## src/rtl/enc_iter_core.sv

```systemverilog
// -----------------------------------------------------------------------------
// enc_iter_core
//   Iterative SPN block cipher core. It computes one round per clock: a layer
//   of 3-bit S-boxes, a 2-bit left rotation and a key mix with a round key
//   derived on the fly from the previous one. The final round key is also
//   returned so that a caller can chain blocks.
//
// Parameters
//   N_SBOX  number of 3-bit S-box lanes (>= 2); W = 3*N_SBOX
//   ROUNDS  number of rounds (1..255)
//
// Ports
//   clk        sole clock, all state changes on the rising edge
//   rst_n      synchronous active-low reset
//   in_valid   Din/Key offered this cycle
//   in_ready   core is idle and takes Din/Key on this edge
//   Din, Key   plaintext and initial key K0 (W bits each)
//   out_valid  Dout/key_out hold a finished result
//   out_ready  downstream takes the result on this edge
//   Dout       ciphertext (registered)
//   key_out    final round key K_ROUNDS (registered)
//   busy       rounds are being computed
// -----------------------------------------------------------------------------
module enc_iter_core #(
  parameter int N_SBOX = 4,
  parameter int ROUNDS = 2
) (
  input  logic                clk,
  input  logic                rst_n,
  input  logic                in_valid,
  output logic                in_ready,
  input  logic [3*N_SBOX-1:0] Din,
  input  logic [3*N_SBOX-1:0] Key,
  output logic                out_valid,
  input  logic                out_ready,
  output logic [3*N_SBOX-1:0] Dout,
  output logic [3*N_SBOX-1:0] key_out,
  output logic                busy
);

  localparam int W  = 3 * N_SBOX;
  localparam int CW = ($clog2(ROUNDS + 1) < 1) ? 1 : $clog2(ROUNDS + 1);

  typedef enum logic [1:0] {
    IDLE = 2'd0,
    RUN  = 2'd1,
    DONE = 2'd2
  } state_t;

  state_t          state_reg;
  logic [W-1:0]    data_reg;
  logic [W-1:0]    key_reg;
  logic [CW-1:0]   cnt_reg;
  logic [W-1:0]    dout_reg;
  logic [W-1:0]    kout_reg;
  logic            in_ready_reg;
  logic            out_valid_reg;
  logic            busy_reg;

  logic [W-1:0]    sub_next;
  logic [W-1:0]    spn_next;
  logic [W-1:0]    key_next;
  logic [W-1:0]    data_next;

  // S-box layer: o0 = x0, o1 = ~x1, o2 = ~x1 ^ x0 ^ x2 on every lane
  for (genvar gi = 0; gi < N_SBOX; gi++) begin : g_sbox
    assign sub_next[3*gi]   = data_reg[3*gi];
    assign sub_next[3*gi+1] = ~data_reg[3*gi+1];
    assign sub_next[3*gi+2] = ~data_reg[3*gi+1] ^ data_reg[3*gi] ^ data_reg[3*gi+2];
  end

  // Rotate the substituted word left by two bits
  assign spn_next  = {sub_next[W-3:0], sub_next[W-1:W-2]};
  // Round key schedule: k ^ ~rotl(k,1)
  assign key_next  = key_reg ^ ~{key_reg[W-2:0], key_reg[W-1]};
  assign data_next = spn_next ^ key_next;

  // The counter reaching ROUNDS marks that every round is done; that extra
  // RUN cycle copies the state into the output registers, so the outputs
  // only change when a result is published.
  always_ff @(posedge clk) begin
    if (!rst_n) begin
      state_reg     <= IDLE;
      data_reg      <= '0;
      key_reg       <= '0;
      cnt_reg       <= '0;
      dout_reg      <= '0;
      kout_reg      <= '0;
      in_ready_reg  <= 1'b1;
      out_valid_reg <= 1'b0;
      busy_reg      <= 1'b0;
    end else begin
      case (state_reg)
        IDLE: begin
          if (in_valid) begin
            data_reg     <= Din ^ Key;
            key_reg      <= Key;
            cnt_reg      <= '0;
            state_reg    <= RUN;
            in_ready_reg <= 1'b0;
            busy_reg     <= 1'b1;
          end
        end
        RUN: begin
          if (cnt_reg == CW'(ROUNDS)) begin
            dout_reg      <= data_reg;
            kout_reg      <= key_reg;
            state_reg     <= DONE;
            busy_reg      <= 1'b0;
            out_valid_reg <= 1'b1;
          end else begin
            data_reg <= data_next;
            key_reg  <= key_next;
            cnt_reg  <= cnt_reg + 1'b1;
          end
        end
        DONE: begin
          if (out_ready) begin
            state_reg     <= IDLE;
            out_valid_reg <= 1'b0;
            in_ready_reg  <= 1'b1;
          end
        end
        default: begin
          state_reg     <= IDLE;
          in_ready_reg  <= 1'b1;
          out_valid_reg <= 1'b0;
          busy_reg      <= 1'b0;
        end
      endcase
    end
  end

  assign in_ready  = in_ready_reg;
  assign out_valid = out_valid_reg;
  assign busy      = busy_reg;
  assign Dout      = dout_reg;
  assign key_out   = kout_reg;

endmodule

```

## config.mk

```make
export PLATFORM = sky130hd
export DESIGN_NAME = enc_iter_core
export DESIGN_NICKNAME = d
export VERILOG_FILES = /design/src/rtl/enc_iter_core.sv
export SDC_FILE = /design/constraint.sdc
export NUM_CORES = 1
export LEC_CHECK = 0
export BUFFER_PORTS_ARGS = -buffer_cell sky130_fd_sc_hd__buf_2
export CELL_PAD_IN_SITES_DETAIL_PLACEMENT = 1
export CELL_PAD_IN_SITES_GLOBAL_PLACEMENT = 2
export CORE_MARGIN = 10
export CORE_UTILIZATION = 29
export DETAILED_ROUTE_END_ITERATION = 8
export GPL_TIMING_DRIVEN = 0
export PLACE_DENSITY = 0.73
export SLEW_MARGIN = 30
export SYNTH_ARGS = -nofsm -noshare
export SYNTH_HDL_FRONTEND = slang
export SYNTH_SLANG_ARGS = --single-unit
```

## constraint.sdc

```tcl
create_clock -name clk -period 1.4 [get_ports clk]
set_input_delay 0 -clock clk [delete_from_list [all_inputs] [get_ports clk]]
set_output_delay 0 -clock clk [all_outputs]
set_load 0.01 [all_outputs]
```

# After elaboration in Yosys (flattened, before gate mapping)
# Index checks and enable logic that the tools add are counted.
# classes
add_sub_neg	1
n_eq_ne	7
muxes	22
bitwise_logic	19
n_reduce_logical	8
# ops
operator	n
$mux 12	4
$pmux 12 s2	2
$xor 12x12->12	3
$reduce_and 3->1	5
$not 12->12	1
$mux 2	5
$pmux 1 s3	3
$ne 2x2->1 const B	4
$xor 1x1->1	8
$not 1->1	7
$mux 1	6
$pmux 2 s3	1
$eq 2x2->1 const B	2
$pmux 2 s2	1
$add 2x1->2 const B	1
$eq 2x1->1 const B	1
$logic_not 2->1	1
$reduce_and 2->1	1
$reduce_bool 2->1	1
# totals
register_bits	55
inputBits	28
out_inout_bits	27
wordCells	66

# Depth between registers and ports, before layout
# logic_depth
ltp_word	6
ltp_mapped	7
ltp_nobuf	6

# Least setup slack after synthesis
# Ideal clock, no wire load.
# synth_path
path_kind	flip-flop to flip-flop
from	reg cnt_reg[0]
to	reg key_reg[10]
setup_time_ns	0.115
arrival_time_ns	1.380
required_ns	1.285
setup_slack_ns	-0.095
stages_incl_launch_ff	8
period_less_slack_ns	1.495
path_cell_list	dfxtp_1 -> inv_1 -> ha_1 -> nand2b_2 -> a21oi_2 -> buf_2 -> a21boi_0 -> o21a_1
# synth_via
elab_chain_cells	3
# synth_rtl
item	line_no	text
start: declaration	53	logic [CW-1:0] cnt_reg;
start signal: assignment	114	cnt_reg <= cnt_reg + 1'b1;
$eq 2x2->1	105	if (cnt_reg == CW'(ROUNDS)) begin
$ne 2x2->1 (no line)	--	
$reduce_and 3->1 (no line)	--	
end signal: assignment	97	key_reg <= Key;
end signal: assignment	113	key_reg <= key_next;
end: declaration	52	logic [W-1:0] key_reg;
# No other way between the ends.
# A chain may end at the register's enable or synchronous reset.

# Final worst setup path
# Ends and elaborated chain as after synthesis.

==> impl_metrics.tcl <==
set metrics [dict create \
    io_pins 55 \
    critPathMaxFanout 5 \
    wire_per_inst_um 18.1 \
    p_int_w 0.00264 \
    cts-root-buf "clkbuf_8" \
    grt_usage_pct 13.3 \
    ant_nets 0 \
    slew_violations 0 \
    required_ns 1.63 \
    worst-path-buf-inv 2 \
    fill_cells 1190 \
    synth_warnings 0 \
    vias_per_cell 4.78 \
    slowest_delay_ns 0.35 \
    switchingPower_w 0.00122 \
    numPortBuffers 54 \
    path_class "flip-flop to flip-flop" \
    final_cell_area_um2 3860 \
    rsz0062_at_grt "true" \
    combPwrFrac_pct 26.6 \
    power.leakage_nw 1.65 \
    vias 2630 \
    status "finished, violations left" \
    switching_share_pct 31.6 \
    post-route-drc-count 0 \
    critPathLaunch "cnt_reg[0]$_SDFFE_PN0P_" \
    dr.pass1.iters 5 \
    cpMaxStageDelayCell "dfxtp_2" \
    fin_worst_skew_ns 0.00688 \
    wirelength_um 9970 \
    ctsHtreeMaxLevel 2 \
    seq_power_share_pct 46.6 \
    ys_seq_elements 55 \
    dpl-instance-area_um2 3330 \
    cp-endpoint "key_reg[10]$_SDFFE_PN0P_" \
    grt_antenna_before_repair 0 \
    gp_congestion 0.790 \
    critPathCaptureType "flip-flop" \
    multi_input_area_um2 1800 \
    final_core_util_pct 39.7 \
    finalHoldViolations 0 \
    dp_cells 527 \
    period_share_pct 107 \
    dp_hpwl_um 6900 \
    power_w 0.00385 \
    arrival_ns 1.72 \
    path_cells "inv_2, ha_4, nand2b_4, a21oi_4, buf_6, a21boi_1, o21a_1" \
    syn_area_per_cell_um2 8.48 \
    die_area_um2 14300 \
    layout_setup_ws_ns -0.0947 \
    violations "negative setup slack" \
    powerDensity_nw_per_um2 998 \
    clkPwrFrac_pct 26.8 \
    cts_buffers 5 \
    cap_violations 0 \
    clock-sinks 55 \
    cts_tree "yes" \
    slew_headroom_pct 53.8 \
    core_um2 9730 \
    syn_nets 369 \
    setup_viol 46 \
    seq_area_um2 1120 \
    overflow 0 \
    syn_to_final_growth_pct 34.0 \
    hold_class "input pin to flip-flop" \
    reg2reg_from "cnt_reg[0]$_SDFFE_PN0P_" \
    max_clock_freq_mhz 669 \
    peakVddDrop_mv 0.363 \
    syn_inst 340 \
    rows 36 \
    clockBufferDepth 2 \
    drive_gt1_share_pct 35.7 \
    critPathTopFamily "compound AO/OA/AOI/OAI gates" \
    grt_pass1_vias 2737 \
    clock_latency_ns 0.32 \
    layout.nets 445 \
    min_period_ns 1.49 \
    worst_pin_slew_ns 0.693 \
    rr_endpoint "key_reg[10]$_SDFFE_PN0P_" \
    grt_start_max_net_pins 17 \
    final-instance-count-excl-fill 550 \
    path_clk_slew_ns 0.11 \
    die_height_um 120 \
    ys_seq_area_share_pct 38.2 \
    yosysUniqueCellTypes 33 \
    ff2ff_path_depth 7 \
    critical_path_depth 7 \
    die_w_um 120 \
    n_antenna_cell 0 \
    syn-cell-area_um2 2880 \
    grt_pass1_wl_um 15200 \
    start_kind "flip-flop" \
    start_util_pct 29.6 \
    rrSetupSlack_ns -0.09 \
    first_iter_violations 134 \
]
-- worst reg2reg max path: cells and delay by family (launching register included) --
kind	cells	cell delay, ns
fa+ha+maj	1	0.16
buf+inv	2	0.24
compound gates	3	0.50
simple gates	1	0.16
flops	1	0.35
-- repair_timing --
item,4_1_cts,5_1_grt
cloned,1,2
setup buffers,6,5
setup endpoints to repair,50,47
hold buffers,1,0
pin swaps,11,14
resized for setup,56,69
hold endpoints to repair,1,0
-- cell usage in the layout (no fill, tap or decap), drive strengths merged, types with 6 or more instances in the layout --
cell     n
xor2    10
o211ai   6
nor2    16
nor4b    6
dfxtp   55
a21oi    7
xnor2   22
o21ai   11
clkbuf  15
buf     88
o21a     9
a21boi  46
nand2   85
and2     7
-- cells by family after synthesis --
group	share of synthesized area (%)
compound gates	23.4
flops	38.2
simple gates	19.7
buf+inv	5.38
fa+ha+maj	0.434
xor+xnor	12.9
-- power groups by stage --
stage / clock network [W] / logic, W / registers [W]
6_report: 0.00103 / 0.00103 / 0.00180
5_1_grt: 0.00113 / 0.00112 / 0.00181
4_1_cts: 0.00106 / 0.000991 / 0.00178
3_5_place_dp: 0 / 0.000893 / 0.00181
3_3_place_gp: 0 / 0.000879 / 0.00181
2_1_floorplan: 0 / 0.000659 / 0.00177
-- worst min-delay path by stage --
stage	endpoint	cells after the start	from	slack [ns]
2_1_floorplan	data_reg[5]$_SDFFE_PN0P_	1	rst_n	0.15
3_3_place_gp	state_reg[1]$_SDFFE_PN0P_	4	out_ready	0.32
3_5_place_dp	state_reg[1]$_SDFFE_PN0P_	4	out_ready	0.32
4_1_cts	data_reg[5]$_SDFFE_PN0P_	2	rst_n	0.004
5_1_grt	data_reg[5]$_SDFFE_PN0P_	2	rst_n	0.002
6_report	data_reg[5]$_SDFFE_PN0P_	2	rst_n	0.003
-- stage by stage --
| stage | hold WS [ns] | TNS [ns] | setup WS (ns) |
|---|---|---|---|
| finish | 0.00280 | -1.95 | -0.0947 |
| global route | 0.00167 | -5.32 | -0.168 |
| CTS | 0.00417 | -1.12 | -0.101 |
| detailed placement | 0.320 | -8.12 | -0.244 |
| global placement | 0.323 | -7.67 | -0.243 |
| floorplan | 0.153 | -0.00142 | -0.000204 |
-- cell usage after synthesis, drive strengths merged --
master / n / area share [%]
nor4b: 6 / 1.8
nand3: 1 / 0.17
o21a: 9 / 2.3
a21boi: 46 / 12
nand2: 85 / 11
dfxtp: 55 / 38
o22ai: 1 / 0.22
nor2b: 4 / 0.87
a221oi: 2 / 0.61
or3b: 3 / 0.91
xnor3: 4 / 3.1
a21o: 1 / 0.26
o2bb2ai: 3 / 0.91
a2bb2oi: 3 / 0.91
nor2: 16 / 2.1
inv: 1 / 0.13
xor2: 10 / 3.0
xnor2: 22 / 6.7
buf: 23 / 4.6
o211ai: 6 / 1.6
ha: 1 / 0.43
a32o: 4 / 1.4
nand2b: 3 / 1.0
and2: 7 / 1.5
clkbuf: 5 / 0.65
a21oi: 7 / 1.3
or3: 1 / 0.22
o21ai: 11 / 1.9
-- final cells by class --
cell class                 instances  area share [%]
buffer                            28            6.06
tap                              133            4.31
clock buffer                       7            2.50
sequential                        55            28.9
inverter                           1          0.0972
clock inverter                     1           0.194
timing repair buffer              69            11.2
multi-input combinational        256            46.7
-- metal layers --
layer | vias up | track usage (%) | routed length (um)
met1 | 1268 | 17.3 | 4660
met5 | - | 0 | 0
met4 | 0 | 3.47 | 106
li1 | 1297 | - | -
met2 | 56 | 22.0 | 4760
met3 | 9 | 2.58 | 447
(Power assumes the default switching activity.)
